`config.mk`:
```
export PLATFORM = sky130hd
export DESIGN_NAME = can_tx_demux_n
export DESIGN_NICKNAME = d
export VERILOG_FILES = /design/src/rtl/can_tx_demux_n.sv
export SDC_FILE = /design/constraint.sdc
export NUM_CORES = 1
export LEC_CHECK = 0
export ABC_CLOCK_PERIOD_IN_PS = 4700
export CELL_PAD_IN_SITES_DETAIL_PLACEMENT = 0
export CELL_PAD_IN_SITES_GLOBAL_PLACEMENT = 1
export CORE_AREA = 5 5 124 67
export CTS_BUF_LIST = sky130_fd_sc_hd__clkbuf_8 sky130_fd_sc_hd__clkbuf_16
export DETAILED_ROUTE_END_ITERATION = 6
export DIE_AREA = 0 0 129 72
export PLACE_DENSITY = 0.81
export SLEW_MARGIN = 0
export SYNTH_ARGS = -nofsm -noshare
export SYNTH_HDL_FRONTEND = slang
export SYNTH_SLANG_ARGS = --single-unit
```
`constraint.sdc`:
```
create_clock -name clk -period 4.7 [get_ports clk]
set_input_delay 0.705 -clock clk [delete_from_list [all_inputs] [get_ports clk]]
set_output_delay 0.705 -clock clk [all_outputs]
set_load 0.005 [all_outputs]
```
`src/rtl/can_tx_demux_n.sv`:
```
// can_tx_demux_n: registered 1-to-N demultiplexer for a CAN TX bit stream.
// One channel carries tx_i and every other channel is held recessive (1).
// A channel change waits until the bus has been recessive for IDLE_CYC
// cycles, so a frame in flight is never cut. A dominant input that lasts
// DOM_MAX cycles forces all outputs recessive and raises fault until it is
// cleared.
//
// Handshake: sel_req is a single-cycle strobe with no ready. A valid
// request (sel_i < N_CH) is acted on according to the current state.
// An invalid request is dropped and answered by a one-cycle sel_err pulse
// on the following cycle.
module can_tx_demux_n #(
  parameter int unsigned N_CH     = 32,
  parameter int unsigned SEL_W    = 5,
  parameter int unsigned IDLE_CYC = 11,
  parameter int unsigned DOM_MAX  = 4096
) (
  input  logic             clk,
  input  logic             rst,
  input  logic             en,
  input  logic [SEL_W-1:0] sel_i,
  input  logic             sel_req,
  input  logic             tx_i,
  input  logic             fault_clr,
  output logic [N_CH-1:0]  tx_o,
  output logic [SEL_W-1:0] active_sel,
  output logic             busy,
  output logic             sel_err,
  output logic             fault,
  output logic [1:0]       state_dbg
);

  typedef enum logic [1:0] {
    ST_IDLE  = 2'd0,
    ST_PASS  = 2'd1,
    ST_WAIT  = 2'd2,
    ST_FAULT = 2'd3
  } state_t;

  localparam logic [7:0]  IDLE_LIM = 8'(IDLE_CYC);
  localparam logic [15:0] DOM_LIM  = 16'(DOM_MAX);

  state_t           state_q, state_d;
  logic [7:0]       rcnt_q, rcnt_d;
  logic [15:0]      dcnt_q, dcnt_d;
  logic [SEL_W-1:0] active_sel_q, active_sel_d;
  logic [SEL_W-1:0] pending_q, pending_d;
  logic [N_CH-1:0]  tx_o_q, tx_o_d;
  logic             sel_err_q, sel_err_d;

  logic sel_valid;
  logic trip;
  logic bus_idle;
  logic drive;

  // Run-length counters, next state, select registers and output image.
  always_comb begin
    sel_valid    = sel_req && (32'(sel_i) < N_CH);
    sel_err_d    = sel_req && !(32'(sel_i) < N_CH);
    trip         = (dcnt_q == DOM_LIM);
    bus_idle     = (rcnt_q == IDLE_LIM);
    rcnt_d       = tx_i ? ((rcnt_q == IDLE_LIM) ? rcnt_q : rcnt_q + 8'd1) : 8'd0;
    dcnt_d       = tx_i ? 16'd0 : ((dcnt_q == DOM_LIM) ? dcnt_q : dcnt_q + 16'd1);
    state_d      = state_q;
    active_sel_d = active_sel_q;
    pending_d    = pending_q;
    drive        = 1'b0;

    case (state_q)
      ST_IDLE: begin
        // No traffic is passed here, so a new channel takes effect at once.
        if (sel_valid) active_sel_d = sel_i;
        if (en) state_d = ST_PASS;
      end
      ST_PASS: begin
        if (!en) begin
          state_d = ST_IDLE;
        end else if (trip) begin
          state_d = ST_FAULT;
        end else begin
          drive = 1'b1;
          if (sel_valid && (sel_i != active_sel_q)) begin
            pending_d = sel_i;
            state_d   = ST_WAIT;
          end
        end
      end
      ST_WAIT: begin
        if (!en) begin
          state_d   = ST_IDLE;
          pending_d = '0;
        end else if (trip) begin
          // The fault wins over a commit in the same cycle: old channel kept.
          state_d   = ST_FAULT;
          pending_d = '0;
        end else if (bus_idle) begin
          // Commit edge: all outputs recessive, new channel driven next cycle.
          active_sel_d = pending_q;
          pending_d    = '0;
          state_d      = ST_PASS;
        end else begin
          drive = 1'b1;
          if (sel_valid) pending_d = sel_i;
        end
      end
      ST_FAULT: begin
        // Leave only once the line is seen recessive while clear is asked.
        if (fault_clr && tx_i) state_d = en ? ST_PASS : ST_IDLE;
      end
      default: state_d = ST_IDLE;
    endcase

    tx_o_d = '1;
    for (int unsigned k = 0; k < N_CH; k++) begin
      if (drive && (32'(active_sel_q) == k)) tx_o_d[k] = tx_i;
    end
  end

  // State, counters and registered outputs.
  always_ff @(posedge clk or negedge rst) begin
    if (!rst) begin
      state_q      <= ST_IDLE;
      rcnt_q       <= 8'd0;
      dcnt_q       <= 16'd0;
      active_sel_q <= '0;
      pending_q    <= '0;
      tx_o_q       <= '1;
      sel_err_q    <= 1'b0;
    end else begin
      state_q      <= state_d;
      rcnt_q       <= rcnt_d;
      dcnt_q       <= dcnt_d;
      active_sel_q <= active_sel_d;
      pending_q    <= pending_d;
      tx_o_q       <= tx_o_d;
      sel_err_q    <= sel_err_d;
    end
  end

  assign tx_o       = tx_o_q;
  assign active_sel = active_sel_q;
  assign busy       = (state_q == ST_WAIT);
  assign fault      = (state_q == ST_FAULT);
  assign sel_err    = sel_err_q;
  assign state_dbg  = state_q;

endmodule

```
==> reports/results.md, run 1 <==
| Metric | This run | Unit |
|:---|:---|:---|
| Worst path slowest cell | sky130_fd_sc_hd__clkdlybuf4s50_1 | - |
| Synth Cell Area | 0.00304 | mm² |
| Cell area after placement | 0.00365 | mm² |
| Vias in the first global route | 2,057 | - |
| Tightest slew margin relative to the limit | 0.253 | - |
| Syn nets | 294 | - |
| Leak pwr | 0.00163 | µW |
| Final Hold Violating Endpoints | 0 | - |
| Die span in y | 72 | µm |
| Switching power | 555 | µW |
| Worst-case clock buffer depth | 2 | - |
| Global-route wire length before repair | 11.2 | mm |
| Clock input transition at the sequential cells of the worst setup and hold paths | 0.05 | ns |
| Worst setup path class | register to output port | - |
| Count of buffers added by post-CTS timing repair for setup | 0 | - |
| Most instantiated library cell after synthesis | sky130_fd_sc_hd__nand2_1 | - |
| Clock Skew | 0.00483 | ns |
| Cells after Synth | 276 | - |
| Sequential fraction of the synthesis area | 0.574 | - |
| Worst hold path class | primary input to async pin | - |
| Placed instance count | 419 | - |
| Total internal power | 1300 | µW |
| Effective utilization at floorplan | 0.427 | - |
| Synth cell count leaders | sky130_fd_sc_hd__nand2_1, sky130_fd_sc_hd__dfrtp_1, sky130_fd_sc_hd__dfstp_2, sky130_fd_sc_hd__nor2_1, sky130_fd_sc_hd__xnor2_1 | - |
| CTS tree | yes | - |
| Type of element capturing the critical path | output port | - |
| Core footprint | 0.00710 | mm² |
| Library cell used as clock root buffer | sky130_fd_sc_hd__clkbuf_16 | - |
| Final slew viol count | 0 | - |
| Accumulated negative setup slack | 0 | ns |
| Proportion of power drawn by the clock network | 0.376 | - |
| 1st-iter DRT viols | 165 | - |
| Warning count from the yosys run | 0 | - |
| Post-route antenna net violation count | 0 | - |
| Wire length per cell after detailed routing | 16.0 | µm |
| Transition time at the pin with the least slew margin | 1.11 | ns |
| Row count | 22 | - |
| Combinational Power Share | 0.231 | - |
| Die width | 129 | µm |
| Top cell type by total area after synthesis | sky130_fd_sc_hd__dfrtp_1 | - |
| Total gr overflow | 0 | - |
| Count of nets after finishing | 352 | - |
| Seq pwr share | 0.394 | - |
| Via density per instance | 5.02 | - |
| H-tree depth | 3 | - |
| Total setup violations reported at the end of the flow | 0 | - |
| Worst vdd ir | 0.311 | mV |
| Dpl hpwl | 5.03 | mm |
| Max incr delay on CP | 0.63 | ns |
| GRT Resource Usage Total | 0.159 | - |
| Power density relative to cell area | 469 | mW/mm² |
| Seq cells post-synth | 68 | - |
| Clock Latency Late Sink | 0.33 | ns |
| Outcome | complete, no violations | - |
| Yosys cell types | 44 | - |
| Proportion of register bits with asynchronous set or reset after synthesis | 1.00 | - |
| Placer Congestion | 0.786 | - |
| Proportion of layout cells with a drive suffix above 1 | 0.192 | - |
| Period utilization | 0.592 | - |
| TritonCTS buffer count | 9 | - |
| Total number of clock tree sinks | 68 | - |
| Most area-consuming cells after synthesis | sky130_fd_sc_hd__dfrtp_1, sky130_fd_sc_hd__dfstp_2, sky130_fd_sc_hd__nand2_1 | - |
| Via count | 2,183 | - |
| Final critical delay including setup and external delays | 2.78 | ns |
| Post-Synthesis Mean Instance Area | 11.0 | µm² |
| Hold buffer count at cts | 0 | - |
| Number of DRC violations after detailed routing | 0 | - |
| Total wire length after detailed routing | 6.95 | mm |
| Critical-path maximum fanout | 13 | - |
| Number of gates resized after cts | 0 | - |
| # diodes | 0 | - |
| Data arrival, critical path | 2.08 | ns |
| DIE AREA | 0.00929 | mm² |
| Post-synth EDFFs | 0 | - |
| I/O pin count | 53 | - |
| Number of antenna violations at the first check in global routing | 0 | - |
| Cell chain of the critical path | inv_1, ha_1, clkdlybuf4s50_1 | - |
| MaxCap Viol Count | 0 | - |
| Buffers added on ports | 51 | - |
| Startpoint class of the critical path | register | - |
| Maximum number of pins on one net before global-route repair | 45 | - |
| Area growth from synthesis to layout | 30.7 | % |
| Max Fclk | 0.360 | GHz |
| Final Instance Area | 0.00397 | mm² |
| Setup repair after global routing missed its margin | false | - |
| Crit path required time | 3.99 | ns |
| Net switching fraction of the power | 0.299 | - |
| Number of search-and-repair iterations in the first detailed-routing pass | 4 | - |
| Commonest register cell after synthesis | sky130_fd_sc_hd__dfrtp_1 | - |
| Post-Layout Cell Count | 435 | - |
| Top-area cell type share of the netlist area | 0.297 | - |
layer usage:
metal  vias to the layer above  track usage  part of all wire
li1                       1054            -                 -
met1                      1060        0.254              0.54
met2                        58        0.195              0.39
met3                        11       0.0419             0.054
met4                         0       0.0698             0.017
met5                         -            0                 0
cell type report:
| cell class | count | area [µm²] |
|---|---|---|
| fill | 598 | 3140 |
| clock buffer | 10 | 250 |
| clock inverter | 6 | 67.6 |
| sequential | 68 | 1740 |
| timing repair buffer | 53 | 520 |
| inverter | 9 | 33.8 |
| tap | 96 | 120 |
| multi-input combinational | 193 | 1230 |
per-stage QoR:
| step | hold slack (ns) | util | worst slack (ns) | power, µW |
|---|---|---|---|---|
| 5_1_grt | 0.399 | 0.558 | 1.83 | 1960 |
| 3_3_place_gp | 0.455 | 0.514 | 1.80 | 1160 |
| 4_1_cts | 0.361 | 0.558 | 1.90 | 1880 |
| 3_5_place_dp | 0.463 | 0.514 | 1.74 | 1170 |
| 2_1_floorplan | 0.409 | - | 2.64 | 986 |
| 6_report | 0.366 | 0.558 | 1.92 | 1860 |
layout by cell type (no fill, tap or decap), types with 4 or more instances in the layout:
cell	instances
sky130_fd_sc_hd__clkdlybuf4s50_1	50
sky130_fd_sc_hd__xnor2_1	12
sky130_fd_sc_hd__a21oi_1	11
sky130_fd_sc_hd__nor3_1	11
sky130_fd_sc_hd__clkbuf_16	10
sky130_fd_sc_hd__dfstp_2	32
sky130_fd_sc_hd__nor2_1	24
sky130_fd_sc_hd__or4_4	4
sky130_fd_sc_hd__dfrtp_1	36
sky130_fd_sc_hd__mux2i_1	8
sky130_fd_sc_hd__nand2_1	45
sky130_fd_sc_hd__nand3_1	9
sky130_fd_sc_hd__and3_1	4
sky130_fd_sc_hd__ha_1	7
sky130_fd_sc_hd__and2_1	7
sky130_fd_sc_hd__nand2b_1	4
sky130_fd_sc_hd__xor2_1	11
sky130_fd_sc_hd__inv_1	9
path summary, 6_finish.rpt:
kind	endpoint	slack [ns]	from	cells after the start
worst min-delay path	state_dbg[0]	0.37	rst	1
worst min register to register	pending_q[3]	0.47	pending_q[3]	2
min in group clk	pending_q[3]	0.47	pending_q[3]	2
worst max register to register	tx_o[20]	2.22	state_dbg[0]	5
worst max-delay path	busy	1.92	state_dbg[0]	3
max in group asynchronous	tx_o[28]	3.38	rst	2
power by group through the flow:
| stage | combinational, µW | clock (µW) | sequential, µW |
|---|---|---|---|
| 2_1_floorplan | 271 | 0 | 714 |
| 4_1_cts | 432 | 717 | 731 |
| 3_3_place_gp | 421 | 0 | 737 |
| 3_5_place_dp | 429 | 0 | 739 |
| 5_1_grt | 479 | 740 | 741 |
| 6_report | 429 | 698 | 732 |
cells by family (layout without fill, tap and decap cells):
family,after synthesis,in the layout,synth area share
simple gates,126,126,0.212
buf+inv,15,78,0.0202
other cells,1,1,0.00124
compound gates,27,27,0.0676
xor+xnor,23,23,0.0664
fa+ha+maj,7,7,0.0289
mux,9,9,0.0301
flops,68,68,0.574
worst max-delay path, delay by kind of cell (launching register included):
kind	cells	cell delay, ns
fa+ha+maj	1	0.58
buf+inv	2	0.75
flops	1	0.42
flip-flops by register name, indices dropped and copies added (netlist names):
register    count
active_sel      5
pending_q       5
dcnt_q         16
rcnt_q          8
tx_o           32
state_dbg       2
(Power assumes the default switching activity.)
==> run 2, diff against run 1 <==
ABC_CLOCK_PERIOD_IN_PS = 2850   (was 4700)
CORE_AREA = 5 5 128 69   (was 5 5 124 67)
DIE_AREA = 0 0 133 74   (was 0 0 129 72)
PLACE_DENSITY = 0.76   (was 0.81)
clock period = 2.85 ns   (was 4.7 ns; I/O delays follow)
==> reports/results.md, run 2 (same netlist as run 1, synthesis figures left out) <==
| Metric | This run | Unit |
|:---|:---|:---|
| Period utilization | 0.823 | - |
| Worst vdd ir | 0.518 | mV |
| Row count | 23 | - |
| Worst-case clock buffer depth | 2 | - |
| Accumulated negative setup slack | 0 | ns |
| Number of search-and-repair iterations in the first detailed-routing pass | 4 | - |
| Global-route wire length before repair | 11.3 | mm |
| Number of gates resized after cts | 0 | - |
| Most frequent standard cell in the layout excluding fill and tap cells | sky130_fd_sc_hd__clkdlybuf4s50_1 | - |
| Type of element capturing the critical path | register | - |
| Final critical delay including setup and external delays | 2.35 | ns |
| Library cell used as clock root buffer | sky130_fd_sc_hd__clkbuf_16 | - |
| Final slew viol count | 0 | - |
| Clock input transition at the sequential cells of the worst setup and hold paths | 0.06 | ns |
| Number of antenna violations at the first check in global routing | 0 | - |
| H-tree depth | 3 | - |
| Total setup violations reported at the end of the flow | 0 | - |
| Power density relative to cell area | 775 | mW/mm² |
| TritonCTS buffer count | 9 | - |
| # diodes | 0 | - |
| DIE AREA | 0.00984 | mm² |
| Via count | 2,142 | - |
| Number of DRC violations after detailed routing | 0 | - |
| Dpl hpwl | 5.31 | mm |
| Proportion of layout cells with a drive suffix above 1 | 0.201 | - |
| Max FFs per register | 32 | - |
| Maximum number of pins on one net before global-route repair | 25 | - |
| Final Hold Violating Endpoints | 0 | - |
| MaxCap Viol Count | 0 | - |
| Count of nets after finishing | 357 | - |
| Die width | 133 | µm |
| CTS tree | yes | - |
| Transition time at the pin with the least slew margin | 1.03 | ns |
| Setup repair after global routing missed its margin | false | - |
| Placer Congestion | 0.780 | - |
| Effective utilization at floorplan | 0.395 | - |
| GRT Resource Usage Total | 0.154 | - |
| Core footprint | 0.00768 | mm² |
| Tightest slew margin relative to the limit | 0.308 | - |
| Post-route antenna net violation count | 0 | - |
| Total number of clock tree sinks | 68 | - |
| Area growth from synthesis to layout | 32.0 | % |
| Leak pwr | 0.00166 | µW |
| Total gr overflow | 0 | - |
| Data arrival, critical path | 2.57 | ns |
| Commonest non-fill, non-tap cells in the layout | sky130_fd_sc_hd__clkdlybuf4s50_1, sky130_fd_sc_hd__nand2_1, sky130_fd_sc_hd__dfrtp_1 | - |
| Via density per instance | 4.82 | - |
| Worst setup path class | register to register | - |
| Vias in the first global route | 2,051 | - |
| Worst hold slack | 0.0777 | ns |
| Count of buffers added by post-CTS timing repair for setup | 0 | - |
| Outcome | complete, no violations | - |
| Hold buffer count at cts | 0 | - |
| Startpoint class of the critical path | register | - |
| I/O pin count | 53 | - |
| Worst hold path class | primary input to async pin | - |
| Buffers added on ports | 51 | - |
| 1st-iter DRT viols | 131 | - |
| Max Fclk | 0.426 | GHz |
| Total wire length after detailed routing | 7.12 | mm |
| Clock Latency Late Sink | 0.34 | ns |
| Clock Skew | 0.00639 | ns |
| Die span in y | 74 | µm |
| Wire length per cell after detailed routing | 16.0 | µm |
| Critical-path maximum fanout | 8 | - |
| Crit path required time | 3.07 | ns |
run 2: layout make-up:
| cell class | count | area [µm²] |
|---|---|---|
| fillers | 686 | 3680 |
| flip-flops and latches | 68 | 1740 |
| multi-input cells | 193 | 1230 |
| repair buffers | 58 | 558 |
| clock buffers | 9 | 225 |
| well taps | 100 | 125 |
| clock inverters | 7 | 90.1 |
| inverters | 9 | 33.8 |
run 2: metal layers:
layer	part of all wire	wire, µm	track usage
met2	0.36	2550	0.176
met5	0	0	0
met3	0.051	366	0.0547
met4	0.014	101	0.0553
met1	0.58	4100	0.251
run 2: path summary, 6_finish.rpt:
path | endpoint | from | slack [ns] | cells after the start
worst max-delay path | tx_o[0] | dcnt_q[0] | 0.50 | 7
worst min-delay path | dcnt_q[5] | rst | 0.08 | 1
worst max register to register | tx_o[0] | dcnt_q[0] | 0.50 | 7
worst min register to register | pending_q[3] | pending_q[3] | 0.46 | 2
max in group asynchronous | tx_o[5] | rst | 2.01 | 2
min in group clk | pending_q[3] | pending_q[3] | 0.46 | 2
run 2: through the flow:
stage                     area, µm²  cells  power (µW)  worst slack, ns   util
after floorplan                3040    276        1630            0.787      -
final                          4010    444        3100            0.504  0.521
after global routing           4010    444        3260            0.331  0.521
after detailed placement       3690    428        1930            0.271  0.480
after CTS                      4010    444        3140            0.495  0.521
after global placement         3690    428        1930            0.367  0.480
run 2: critical path, stage by stage (launching register included):
cell and delay, ns:
sky130_fd_sc_hd__dfrtp_1 0.38, sky130_fd_sc_hd__inv_1 0.07, sky130_fd_sc_hd__ha_1 0.18, sky130_fd_sc_hd__or4b_4 0.22, sky130_fd_sc_hd__o41ai_4 0.09, sky130_fd_sc_hd__a211o_2 0.36
sky130_fd_sc_hd__nor3_1 0.79, sky130_fd_sc_hd__nand2_1 0.13
run 2: power by group:
part	internal (µW)	total (µW)	switching (µW)	leakage, µW
logic	349	722	373	0.000693
clock network	763	1180	421	0.000161
registers	1080	1200	120	0.000809
total	2190	3100	914	0.00166
==> run 3, diff against run 2 <==
ABC_CLOCK_PERIOD_IN_PS = 2000   (was 2850)
CORE_AREA = 5 5 135 73   (was 5 5 128 69)
DIE_AREA = 0 0 140 78   (was 0 0 133 74)
PLACE_DENSITY = 0.71   (was 0.76)
clock period = 2 ns   (was 2.85 ns; I/O delays follow)
==> reports/results.md, run 3 (same netlist as run 1, synthesis figures left out) <==
| Metric | This run | Unit |
|:---|:---|:---|
| Outcome | finished, violations left | - |
| Failing checks | negative setup slack | - |
| DIE AREA | 0.0109 | mm² |
| H-tree depth | 3 | - |
| Max FFs per register | 32 | - |
| Total number of clock tree sinks | 68 | - |
| Clock Latency Late Sink | 0.33 | ns |
| Worst R2R Start | dcnt_q[0] | - |
| Worst setup path class | register to register | - |
| Maximum number of pins on one net before global-route repair | 33 | - |
| Total wire length after detailed routing | 7.80 | mm |
| Accumulated negative setup slack | -1.59 | ns |
| Vias in the first global route | 2,408 | - |
| Count of nets after finishing | 409 | - |
| Library cell used as clock root buffer | sky130_fd_sc_hd__clkbuf_16 | - |
| Startpoint class of the critical path | register | - |
| Die span in y | 78 | µm |
| CTS tree | yes | - |
| Effective utilization at floorplan | 0.358 | - |
| Die width | 140 | µm |
| Power density relative to cell area | 1050 | mW/mm² |
| I/O pin count | 53 | - |
| Reg-to-reg slack, setup | -0.17 | ns |
| Worst path slowest cell | sky130_fd_sc_hd__or4b_4 | - |
| Final Hold Violating Endpoints | 0 | - |
| Via count | 2,390 | - |
| MaxCap Viol Count | 0 | - |
| Placer Congestion | 0.764 | - |
| Post-route antenna net violation count | 0 | - |
| Number of antenna violations at the first check in global routing | 0 | - |
| Total gr overflow | 0 | - |
| GRT Resource Usage Total | 0.151 | - |
| Top cell by count, worst path | sky130_fd_sc_hd__o41ai_4 | - |
| Area growth from synthesis to layout | 50.7 | % |
| Worst hold path class | primary input to async pin | - |
| Placed instance count | 491 | - |
| Buffers added on ports | 51 | - |
| Max incr delay on CP | 0.50 | ns |
| Bufs and invs on worst path | 2 | - |
| Row count | 24 | - |
| Dpl hpwl | 5.81 | mm |
| Data arrival, critical path | 2.45 | ns |
| Type of element capturing the critical path | register | - |
| Final slew viol count | 0 | - |
| Period utilization | 1.09 | - |
| Number of DRC violations after detailed routing | 0 | - |
| Cell chain of the critical path | inv_2, ha_2, or4b_4, o41ai_4, buf_4, o41ai_4, o31a_4, nor2b_4, a22o_2 | - |
| Core footprint | 0.00847 | mm² |
| Setup repair after global routing missed its margin | true | - |
| Final critical delay including setup and external delays | 2.17 | ns |
| Number of cells on the worst reg-to-reg path | 9 | - |
| Crit path required time | 2.27 | ns |
| Clock Skew | 0.00438 | ns |
| Proportion of layout cells with a drive suffix above 1 | 0.351 | - |
| TritonCTS buffer count | 9 | - |
| Leak pwr | 0.00196 | µW |
| Worst-case clock buffer depth | 2 | - |
| Worst vdd ir | 0.564 | mV |
| # diodes | 0 | - |
| Critical-path maximum fanout | 7 | - |
| Post-Layout Cell Count | 513 | - |
| Number of search-and-repair iterations in the first detailed-routing pass | 4 | - |
| Clock input transition at the sequential cells of the worst setup and hold paths | 0.06 | ns |
| RR Endpoint | pending_q[0] | - |
| Wire length per cell after detailed routing | 15.2 | µm |
| Total setup violations reported at the end of the flow | 13 | - |
| Most frequent standard cell in the layout excluding fill and tap cells | sky130_fd_sc_hd__buf_4 | - |
| Cell type group with the largest total delay on the critical path | simple AND/OR/NAND/NOR gates | - |
| Via density per instance | 4.66 | - |
| Max Fclk | 0.460 | GHz |
| 1st-iter DRT viols | 143 | - |
| Worst-case setup margin in the final layout | -0.174 | ns |
| Commonest non-fill, non-tap cells in the layout | sky130_fd_sc_hd__buf_4, sky130_fd_sc_hd__clkdlybuf4s50_1, sky130_fd_sc_hd__nand2_1 | - |
| Global-route wire length before repair | 12.8 | mm |
==> run 3: timing repair <==
item / in CTS / in global routing
hold endpoints to repair: 12 / 0
gates resized for setup: 19 / 10
hold buffers: 1 / 0
cloned: 0 / 0
buffers inserted: 4 / 1
pin swaps: 6 / 8
setup endpoints to repair: 48 / 49
==> run 3: power breakdown <==
group / leakage, µW / switching, µW / internal (µW)
Sequential: 0.000809 / 111 / 1540
Combinational: 0.000994 / 758 / 717
Clock: 0.000154 / 631 / 1050
Total: 0.00196 / 1500 / 3300
==> run 3: metrics by stage <==
step / cell area (µm²) / hold slack, ns / worst slack [ns] / util / power (µW)
floorplan: 3050 / 0.00441 / -0.0295 / - / 2320
global placement: 4080 / 0.271 / -0.446 / 0.482 / 2940
finish: 4580 / 0.435 / -0.174 / 0.540 / 4800
detailed placement: 4080 / 0.278 / -0.515 / 0.482 / 2960
CTS: 4530 / 0.446 / -0.150 / 0.535 / 4800
global route: 4580 / 0.492 / -0.256 / 0.540 / 5060
==> run 3: how the worst max path moves through the flow <==
stage	from	endpoint	slack, ns	depth (start not counted)
final	dcnt_q[0]	pending_q[0]	-0.17	9
after global routing	dcnt_q[0]	pending_q[0]	-0.26	9
after CTS	dcnt_q[0]	pending_q[0]	-0.15	8
after detailed placement	en	tx_o[14]	-0.52	5
after global placement	en	tx_o[2]	-0.45	5
after floorplan	dcnt_q[0]	active_sel[0]	-0.03	8
==> run 3: layout make-up <==
class                      count  area [µm²]
fill                         732        3890
sequential                    68        1740
multi-input combinational    193        1360
timing repair buffer         110         975
clock buffer                  10         250
tap                          117         146
clock inverter                 6        68.8
inverter                       9        33.8
==> run 3: per-layer routing <==
metal  vias up  GRT usage  wire [µm]
li1       1168          -          -
met1      1140      0.230       4170
met2        73      0.202       2980
met3         9     0.0455        559
met4         0     0.0445         95
met5         -          0          0
